--- src/rtl/stopwatch_bcd_core.sv ---
// MM:SS stopwatch core: button edge detection, run/pause/idle control,
// 1 Hz prescaler, four-digit BCD cascade and lap snapshot. The digit
// outputs are registered copies of either the live count or the lap
// snapshot.
module stopwatch_bcd_core #(
  parameter int TICK_DIV = 100000000,
  parameter int CNT_W    = 27
) (
  input  logic       clk,
  input  logic       rst_n,
  input  logic       start_stop,
  input  logic       clear,
  input  logic       lap,
  output logic [3:0] first,
  output logic [3:0] second,
  output logic [3:0] third,
  output logic [3:0] fourth,
  output logic       running,
  output logic       lap_active,
  output logic       rollover
);

  typedef enum logic [1:0] {IDLE, RUN, PAUSE} state_t;

  localparam logic [CNT_W-1:0] LAST = CNT_W'(TICK_DIV - 1);

  state_t           state, state_nx;
  logic             ss_prev, clr_prev, lap_prev;
  logic [CNT_W-1:0] presc, presc_nx;
  logic [3:0]       sec_ones, sec_tens, min_ones, min_tens;
  logic [3:0]       sec_ones_nx, sec_tens_nx, min_ones_nx, min_tens_nx;
  logic [3:0]       snap_so, snap_st, snap_mo, snap_mt;
  logic [3:0]       snap_so_nx, snap_st_nx, snap_mo_nx, snap_mt_nx;
  logic             lap_nx;
  logic             press_clr, press_ss, press_lap;
  logic             count_en, tick, wrap;

  // Press decode with clear > start_stop > lap priority; the prescaler
  // stands still in the cycle that a start_stop press takes us out of RUN.
  always_comb begin
    press_clr = clear & ~clr_prev;
    press_ss  = start_stop & ~ss_prev & ~press_clr;
    press_lap = lap & ~lap_prev & ~press_clr & ~press_ss;
    count_en  = (state == RUN) & ~press_ss & ~press_clr;
    tick      = count_en & (presc == LAST);
  end

  // Next-state, prescaler, BCD cascade and lap snapshot.
  always_comb begin
    state_nx    = state;
    presc_nx    = presc;
    sec_ones_nx = sec_ones;
    sec_tens_nx = sec_tens;
    min_ones_nx = min_ones;
    min_tens_nx = min_tens;
    snap_so_nx  = snap_so;
    snap_st_nx  = snap_st;
    snap_mo_nx  = snap_mo;
    snap_mt_nx  = snap_mt;
    lap_nx      = lap_active;
    wrap        = 1'b0;
    if (press_clr) begin
      state_nx    = IDLE;
      presc_nx    = '0;
      sec_ones_nx = 4'd0;
      sec_tens_nx = 4'd0;
      min_ones_nx = 4'd0;
      min_tens_nx = 4'd0;
      lap_nx      = 1'b0;
    end else begin
      if (press_ss) begin
        case (state)
          IDLE:    state_nx = RUN;
          RUN:     state_nx = PAUSE;
          PAUSE:   state_nx = RUN;
          default: state_nx = IDLE;
        endcase
      end
      if (count_en) begin
        if (tick) begin
          presc_nx = '0;
          if (sec_ones == 4'd9) begin
            sec_ones_nx = 4'd0;
            if (sec_tens == 4'd5) begin
              sec_tens_nx = 4'd0;
              if (min_ones == 4'd9) begin
                min_ones_nx = 4'd0;
                if (min_tens == 4'd5) begin
                  min_tens_nx = 4'd0;
                  wrap        = 1'b1;
                end else begin
                  min_tens_nx = min_tens + 4'd1;
                end
              end else begin
                min_ones_nx = min_ones + 4'd1;
              end
            end else begin
              sec_tens_nx = sec_tens + 4'd1;
            end
          end else begin
            sec_ones_nx = sec_ones + 4'd1;
          end
        end else begin
          presc_nx = presc + 1'b1;
        end
      end
      if (press_lap) begin
        if (lap_active) begin
          lap_nx = 1'b0;
        end else if (state == RUN) begin
          snap_so_nx = sec_ones;
          snap_st_nx = sec_tens;
          snap_mo_nx = min_ones;
          snap_mt_nx = min_tens;
          lap_nx     = 1'b1;
        end
      end
    end
  end

  // State registers and registered outputs.
  always_ff @(posedge clk) begin
    if (!rst_n) begin
      state      <= IDLE;
      ss_prev    <= 1'b1;
      clr_prev   <= 1'b1;
      lap_prev   <= 1'b1;
      presc      <= '0;
      sec_ones   <= 4'd0;
      sec_tens   <= 4'd0;
      min_ones   <= 4'd0;
      min_tens   <= 4'd0;
      snap_so    <= 4'd0;
      snap_st    <= 4'd0;
      snap_mo    <= 4'd0;
      snap_mt    <= 4'd0;
      lap_active <= 1'b0;
      first      <= 4'd0;
      second     <= 4'd0;
      third      <= 4'd0;
      fourth     <= 4'd0;
      running    <= 1'b0;
      rollover   <= 1'b0;
    end else begin
      state      <= state_nx;
      ss_prev    <= start_stop;
      clr_prev   <= clear;
      lap_prev   <= lap;
      presc      <= presc_nx;
      sec_ones   <= sec_ones_nx;
      sec_tens   <= sec_tens_nx;
      min_ones   <= min_ones_nx;
      min_tens   <= min_tens_nx;
      snap_so    <= snap_so_nx;
      snap_st    <= snap_st_nx;
      snap_mo    <= snap_mo_nx;
      snap_mt    <= snap_mt_nx;
      lap_active <= lap_nx;
      first      <= lap_nx ? snap_so_nx : sec_ones_nx;
      second     <= lap_nx ? snap_st_nx : sec_tens_nx;
      third      <= lap_nx ? snap_mo_nx : min_ones_nx;
      fourth     <= lap_nx ? snap_mt_nx : min_tens_nx;
      running    <= (state_nx == RUN);
      rollover   <= wrap;
    end
  end

endmodule

--- config.mk ---
export PLATFORM = sky130hd
export DESIGN_NAME = stopwatch_bcd_core
export DESIGN_NICKNAME = d
export VERILOG_FILES = /design/src/rtl/stopwatch_bcd_core.sv
export SDC_FILE = /design/constraint.sdc
export NUM_CORES = 1
export LEC_CHECK = 0
export ABC_AREA = 1
export CORE_UTILIZATION = 45
export CTS_CLUSTER_DIAMETER = 30
export DETAILED_ROUTE_END_ITERATION = 8
export SLEW_MARGIN = 20
export SYNTH_ARGS = -nofsm -noshare
export SYNTH_HDL_FRONTEND = slang
export SYNTH_SLANG_ARGS = --single-unit
--- constraint.sdc ---
create_clock -name clk -period 2.7 [get_ports clk]
set_input_delay 0.54 -clock clk [delete_from_list [all_inputs] [get_ports clk]]
set_output_delay 0.54 -clock clk [all_outputs]
set_load 0.05 [all_outputs]
# --- Word level (Yosys, flattened, before mapping) ---
# Cells that the tools add are included.
word_totals:
  register_bits: 83
  inputBits: 5
  output_inout_bits: 19
  elab_cells: 108
classes:
  add_sub_neg: 5
  eq_ne: 8
  muxes: 51
  bitwise: 20
  n_reduce_logical: 4
op_table:
  columns: ["operator", "n"]
  rows:
  - ["2-to-1 mux 4 bit", 42]
  - ["adder 27 x 1 -> 27 bit (second input constant)", 1]
  - ["== test 27 bit (second input constant)", 1]
  - ["2-to-1 mux 27 bit", 1]
  - ["adder 4 x 1 -> 4 bit (second input constant)", 4]
  - ["NOT 1 bit", 11]
  - ["AND 1 bit", 9]
  - ["== test 4 x 3 -> 1 bit (second input constant)", 2]
  - ["== test 4 bit (second input constant)", 2]
  - ["OR reduction 7 bit", 1]
  - ["2-to-1 mux 1 bit", 5]
  - ["== test 2 x 1 -> 1 bit (second input constant)", 2]
  - ["2-to-1 mux 2 bit", 2]
  - ["one-hot mux 2 bit (2 select lines)", 1]
  - ["OR reduction 2 bit", 2]
  - ["== test 2 bit (second input constant)", 1]
  - ["logical NOT 2 bit", 1]

# --- Longest topological paths before layout ---
depth:
  depth_word: 12
  ltp_mapped: 13
  ltp_nobuf: 12

# --- Worst setup path after synthesis ---
# Ideal clock, no wire load.
synth_path:
  path_type: "flip-flop to flip-flop"
  startpoint: "reg presc[0]"
  endpoint: "reg fourth[2]"
  setup_ns: 0.114
  arrival_time_ns: 1.545
  slack_ns: 1.042
  path_stages_with_launch: 13
  n_path_buf: 0
  path_cell_list: "dfxtp_1 ha_1 nand2_1 nor2_4 nand2_4 nor2_4 inv_2 nor2_4 nand3_1 nand2_2 nor2_1 nand3_1 nand2_1"
synth_via:
  elab_chain_cells: 6
synth_rtl:
  columns: ["item", "line", "text"]
  rows:
  - ["start, declared", "29", "logic [CNT_W-1:0] presc, presc_nx;"]
  - ["start signal, assigned", "149", "presc <= presc_nx;"]
  - ["== test 27 bit", "45", "tick = count_en & (presc == LAST);"]
  - ["AND 1 bit", "45", null]
  - ["2-to-1 mux 4 bit", "80", "if (tick) begin"]
  - ["2-to-1 mux 4 bit", "79", "if (count_en) begin"]
  - ["2-to-1 mux 4 bit", "62", "if (press_clr) begin"]
  - ["2-to-1 mux 4 bit", "162", "fourth <= lap_nx ? snap_mt_nx : min_tens_nx;"]
  - ["end signal, assigned", "162", null]
  - ["end, declared", "17", "output logic [3:0] fourth,"]
# Every way passes these cells.
# A chain may end at the register's enable or synchronous reset.

# --- Final worst setup path ---
layout_path:
  startpoint: "in clear"
  endpoint: "reg first[0]"
layout_via:
  elab_chain_cells: 11
  word_cells_on_any_way: 17
layout_rtl:
  columns: ["item", "line", "text"]
  rows:
  - ["start, declared", "12", "input logic clear,"]
  - ["AND 1 bit *", "41", "press_clr = clear & ~clr_prev;"]
  - ["NOT 1 bit", "42, 43, 44", null]
  - ["AND 1 bit", "42", "press_ss = start_stop & ~ss_prev & ~press_clr;"]
  - ["NOT 1 bit", "43, 44", null]
  - ["AND 1 bit (2 in series)", "44", "count_en = (state == RUN) & ~press_ss & ~press_clr;"]
  - ["AND 1 bit", "45", null]
  - ["2-to-1 mux 4 bit", "80", null]
  - ["2-to-1 mux 4 bit", "79", null]
  - ["2-to-1 mux 4 bit", "62", null]
  - ["2-to-1 mux 4 bit *", "159", "first <= lap_nx ? snap_so_nx : sec_ones_nx;"]
  - ["end signal, assigned", "159", null]
  - ["end, declared", "14", "output logic [3:0] first,"]
# Every way passes the cells marked *; elsewhere a longest branch is shown, timed or not.

==> qor.txt <==
Die width: 97.7 um
Failing checks: DRC
Period minus WS final: 2.15 ns
Most Crowded Layer GR: met1
GPL Wtd Cong: 0.911
Syn Area/Cell: 7.01 um^2
Fin. Hold Viols: 0
Max Buffers Root-to-Sink: 2
CP Data Required Time: 2.93 ns
Port Buffers: 23
Post-synthesis net count: 600
Setup violations, final: 0
Number of global-route vias before repair: 3,376
Die Ht: 97.7 um
Dpl ws: 0.186 ns
Final std cells w/o fill: 729
Core area: 8810 um^2
CP max-delay cell: clkdlybuf4s50_1
Yosys warns: 0
RSZ-0062 raised after global routing: false
R2r setup slk: 0.77 ns
Synth-to-Final Area Change: 13.4%
Global Route met2 Usage: 31.5%
Max IR drop VDD: 0.275 mV
HP Class: register to register
Antenna Cells: 0
Worst Path Arrival: 2.37 ns
Global-route usage over all layers: 21.4%
CP dominant cell by count: nand2_1
Post-CTS Hold Fix Bufs: 0
RR Endpoint: first[2]
Relative slew margins: 65.7%
Root Driver: clkbuf_8
Site Rows: 34
Met1 Resource Use GR: 32.3%
Worst-Skew Late Latency: 0.35 ns
Hpwl dp: 7020 um
Cell count after synthesis: 588
Maximum clock rate: 466 MHz
Setup_tns: 0 ns
Max reg flops: 27
RR Startpoint: presc[0]
Initial antenna violation count: 0
Fin. max-slew vios: 0
Final setup margin: 0.555 ns
CP Max Fanout: 24
Number of library cell types mapped by synthesis: 44
Status: finished with violations
TritonRoute pass-1 iters: 6
#FFs+latches synth: 83
Initial Util: 46.8%
Routed vias/inst: 5.11
Crit Path Class: input pin to register
Netlist Area Pre-Place: 4120 um^2
Htree depth: 3
Wire length per cell: 13.2 um
Worst Reg2Reg Path Length in Cells: 12
Top Ports: 24
Final clock skew: 0.0154 ns
Pwr per Cell Area: 483 nW/um^2
Share of layout cells above drive strength 1: 11.6%
Grt met3 use: 2.59%
Max incr delay on CP: 0.46 ns
CTS resizes: 0
Via count: 3,726
Leak: 1.91 nW
CTS clk-pin slew, worst paths: 0.08 ns
Fin nets: 628
Slew @ Worst Pin: 0.513 ns
Critical path endpoint: first[0]
PnR Total Power: 0.00226 W
Crit-path cells: clkdlybuf4s50_1, nand2_4, nand2_1, nor2_1, nand2_2, inv_2, nand2_1, o21ai_0, nand2_1, nand2_1, a21oi_1
Largest net degree at the start of global routing: 31
Setup Buffers After CTS: 0
FILL cells: 883
Fin util: 53.1%
Congestion Overflow GR: 0
Seq/Total Area, Yosys: 40.3%
Die area: 9550 um^2
Hold Path Cell Cnt: 1
# clock sinks: 83
Worst setup path start: clear
Min-delay src: presc[21]
DRC violations left: 3
Max cap viols: 0
CTS tree: yes
Placed insts: 713
Routed Antenna Nets: 0
CP Capture Type: register
Largest Register: presc
Drt total wl: 9610 um
Initial DRC count: 211
First-pass GRT wire length: 16,400 um
TritonCTS Buffers: 9
Tcrit/Tclk final: 79.4%
Startpoint types: input pin
==> cells by family (layout without fill, tap and decap cells) <==
| logic type | after synthesis | in the layout | synth area share [%] |
|---|---|---|---|
| DFF | 83 | 83 | 40.3 |
| adders and majority gates | 7 | 7 | 2.12 |
| AOI/OAI and AO/OA | 78 | 78 | 10.5 |
| and+or+nand+nor | 329 | 329 | 38.0 |
| xor gates and xnor gates | 2 | 2 | 0.425 |
| buffers and inverters | 89 | 122 | 8.62 |
==> metal layers <==
metal / vias up / wire length (um)
met1: 1679 / 5040
met3: 9 / 415
li1: 1952 / -
met4: 0 / 94
met2: 86 / 4050
met5: - / 0
==> how the worst min path moves through the flow <==
| stage | end |
|---|---|
| final | presc[21] |
| after global routing | presc[21] |
| after global placement | presc[21] |
| after detailed placement | presc[21] |
| after floorplan | presc[21] |
| after CTS | presc[21] |
==> worst max-delay path: cells and delay by family <==
family / cells / cell delay, ns
AND/OR/NAND/NOR: 7 / 0.82
AO/OA/AOI/OAI: 2 / 0.16
buffers and inverters: 2 / 0.83
==> power breakdown <==
group	internal [W]	switching, W
Sequential	0.00123	0.00000261
Clock	0.000480	0.000460
Combinational	0.0000246	0.0000606
Total	0.00173	0.000523
==> cells in the mapped netlist (all sizes together) <==
cell type  count  area [um^2]
ha             7         87.6
xor2           1         8.76
nand3         46          270
a21o           1         7.51
nor4           3         25.0
a22oi          1         7.51
or2            4         25.0
inv           77          289
buf            8         51.3
a2bb2oi        1         8.76
dfxtp         83         1660
and3           1         6.26
nand2        138          561
xnor2          1         8.76
o21bai         2         15.0
a31oi          3         18.8
nand3b         2         18.8
nor3          26          166
nor2          95          407
o21a           2         15.0
clkinv         1         3.75
clkbuf         3         11.3
o21ai         35          183
a211oi         1         7.51
nand4         13         81.3
a21oi         31          163
o211ai         1         7.51
and2           1         6.26
==> per-stage QoR <==
step | hold slack (ns) | cell area (um^2)
2_1_floorplan | 0.423 | 4120
5_1_grt | 0.495 | 4670
3_5_place_dp | 0.450 | 4460
3_3_place_gp | 0.444 | 4460
4_1_cts | 0.461 | 4670
6_report | 0.455 | 4670
==> final cells by class <==
| class | instances | area [um^2] | share of cell area, % |
|---|---|---|---|
| multi-input combinational | 416 | 2100 | 45.0 |
| sequential | 83 | 1660 | 35.5 |
| inverter | 78 | 293 | 6.26 |
| timing repair buffer | 28 | 268 | 5.73 |
| clock buffer | 11 | 151 | 3.24 |
| tap | 108 | 135 | 2.89 |
| clock inverter | 5 | 61.3 | 1.31 |
==> placed cells by master (no fill, tap or decap), types with 2 or more instances in the layout <==
master | Yosys | layout
a21oi_1 | 29 | 29
a31oi_1 | 3 | 3
nor3_2 | 5 | 5
inv_1 | 66 | 66
nor2_2 | 2 | 2
nand4_1 | 13 | 13
clkdlybuf4s50_1 | 0 | 23
or2_2 | 4 | 4
a21oi_2 | 2 | 2
buf_4 | 2 | 5
o21ai_2 | 2 | 2
clkinvlp_4 | 0 | 3
nor2_4 | 6 | 6
inv_2 | 11 | 11
o21ai_1 | 10 | 10
o21bai_1 | 2 | 2
nand3_4 | 2 | 2
clkbuf_8 | 0 | 11
nand2_4 | 3 | 3
nand2_2 | 8 | 8
o21ai_0 | 23 | 23
nand2_1 | 127 | 127
nand3_2 | 3 | 3
nand3_1 | 41 | 41
ha_1 | 7 | 7
dfxtp_1 | 83 | 83
o21a_1 | 2 | 2
nor4_1 | 2 | 2
nor2_1 | 87 | 87
nor3_1 | 20 | 20
Power figures use the tool's default switching activity.
==> variant: new RTL, same settings <==
Re-encode `state_t` (3 states) as one-hot, 3 bits wide.
--- a/src/rtl/stopwatch_bcd_core.sv
+++ b/src/rtl/stopwatch_bcd_core.sv
@@ -20,7 +20,7 @@
   output logic       rollover
 );
 
-  typedef enum logic [1:0] {IDLE, RUN, PAUSE} state_t;
+  typedef enum logic [2:0] {IDLE = 3'b001, RUN = 3'b010, PAUSE = 3'b100} state_t;
 
   localparam logic [CNT_W-1:0] LAST = CNT_W'(TICK_DIV - 1);
 
Behaviour: no difference found for any inputs over 10 cycles, from zero or initial values and one cycle with rst_n low; not proved beyond that.
==> variant against the original RTL <==
  * Total power is 2.6% higher
  * Clock skew is 0.0079 ns lower
  * Area after synthesis is 2.1% higher
  * Die area is 2.1% higher
  * Critical endpoint is now presc[10]$_SDFFE_PP0N_
  * Fmax is 2.1% higher
  * Worst hold slack better by 0.028 ns
  * Critical path depth stayed put
  * Count of clock-buffer cells in the layout is 1 higher
  * Worst setup slack better by 0.043 ns
  * Routed wire length is 5.0% higher
  * Sequential cell count is 1 higher
  * Register-to-register slack worse by 0.17 ns
  * Cell area is 1.1% higher
==> variant: results (changes against the original RTL) <==
largest net degree at the start of global routing 26 (was 31); Filler cells 865 (was 883); final setup skew 0.00754 ns (was 0.0154 ns); Syn Inst Count 578 (was 588); H-tree levels 3 (unchanged); Worst R2R End fourth[0]$_SDFF_PN0_ (was first[2]$_SDFF_PN0_); Post-Synth Adder-Cell Area 0.0208 (was 0.0213); routed wl met2 4.28 mm (was 4.05 mm); Hold Path End presc[15]$_SDFFE_PP0N_ (was presc[21]$_SDFFE_PP0N_); buffers inserted by post-CTS timing repair 0 (unchanged); ranking of synthesized cells by area dfxtp_1 40%, nand2_1 11%, nor2_1 6.3%, inv_1 5.6%, o21ai_0 4.8% (was dfxtp_1 40%, nand2_1 12%, nor2_1 7.9%, inv_1 6.0%, nand3_1 5.0%); synth unique cells 46 (was 44); DRT iter0 DRCs 253 (was 211); Worst Setup EP presc[10]$_SDFFE_PP0N_ (was first[0]$_SDFF_PN0_); worst hold slack 0.484 ns (was 0.455 ns); Post-Route WL 10.1 mm (was 9.61 mm); Hold Path Stages 2 (was 1); gr usage total 0.218 (was 0.214); Core Util, Final 0.531 (about the same); syn_nets 590 (was 600); outcome complete, no violations (was complete, but fails checks); vias in the first global route 3,409 (was 3,376); GR Util met3 0.0454 (was 0.0259); WL met3 393 µm (was 415 µm); min cycle time layout 2.10 ns (was 2.15 ns); detailed-router iteration count before antenna repair 5 (was 6); GR Util met1 0.317 (was 0.323); Placer Congestion 0.866 (was 0.911); WL met1 5.32 mm (was 5.04 mm); Commonest cells post-synth 121 x nand2_1, 84 x dfxtp_1, 71 x nor2_1 (was 127 x nand2_1, 87 x nor2_1, 83 x dfxtp_1); hold_sp presc[15]$_SDFFE_PP0N_ (was presc[21]$_SDFFE_PP0N_); dpl hpwl 7.35 mm (was 7.02 mm); Seq/Total Area, Yosys 0.400 (was 0.403); Finished Layout Cells 719 (was 729); Worst Setup Slack post-DPL 0.240 ns (was 0.186 ns); worst slew pin tran 0.515 ns (was 0.513 ns); leakage power total 0.00190 µW (was 0.00191 µW); TritonCTS buffer count 9 (unchanged); peak supply drop 287 µV (was 275 µV); number of nets in the layout 618 (was 628); Compound-Gate Fraction of Synth Area 0.128 (was 0.105); M2 GR Usage 0.322 (was 0.315); CP max FO 17 (was 24); Placed Area 0.00451 mm² (was 0.00446 mm²); placed cells 703 (was 713); fraction of layout cells with a size suffix above 1 0.121 (was 0.116); xor and xnor area share after synthesis 0.0125 (was 0.00425); first-pass GRT wire length 16.7 mm (was 16.4 mm); worst reg2reg setup slack 0.60 ns (was 0.77 ns); vias post-DR 3,742 (was 3,726)
-- variant: cell types whose count changed after synthesis, moves of 5 or more --
cell and change:
nand3_1 -8, o21ai_1 -7, o21ai_2 +5, nand2_1 -6, nor2_1 -16, o21ai_0 +17, nor2_2 +5
-- variant: worst reg2reg max path, stage by stage, from the launching register on --
cell     delay, ns
dfxtp_1       0.39
ha_1          0.30
nand3_1       0.11
nor2_1        0.22
nand2_1       0.13
nor2_4        0.16
nand2_4       0.09
nor2_4        0.19
nand2_2       0.08
nand3_1       0.10
nand3_1       0.11
nand2_1       0.09
inv_1         0.04
-- variant: power by group --
group          switching [µW]  internal (µW)  leakage [µW]
logic                    48.5           22.7       0.00112
registers                2.35           1240      0.000677
clock network             453            546      0.000107
total                     504           1810       0.00190
-- variant: area by class of cell --
type / instances / share of cell area
inverter: 75 / 0.0622
tap: 108 / 0.0286
clock inverter: 4 / 0.0154
multi-input combinational: 405 / 0.446
timing repair buffer: 31 / 0.0614
sequential: 84 / 0.356
clock buffer: 12 / 0.0307
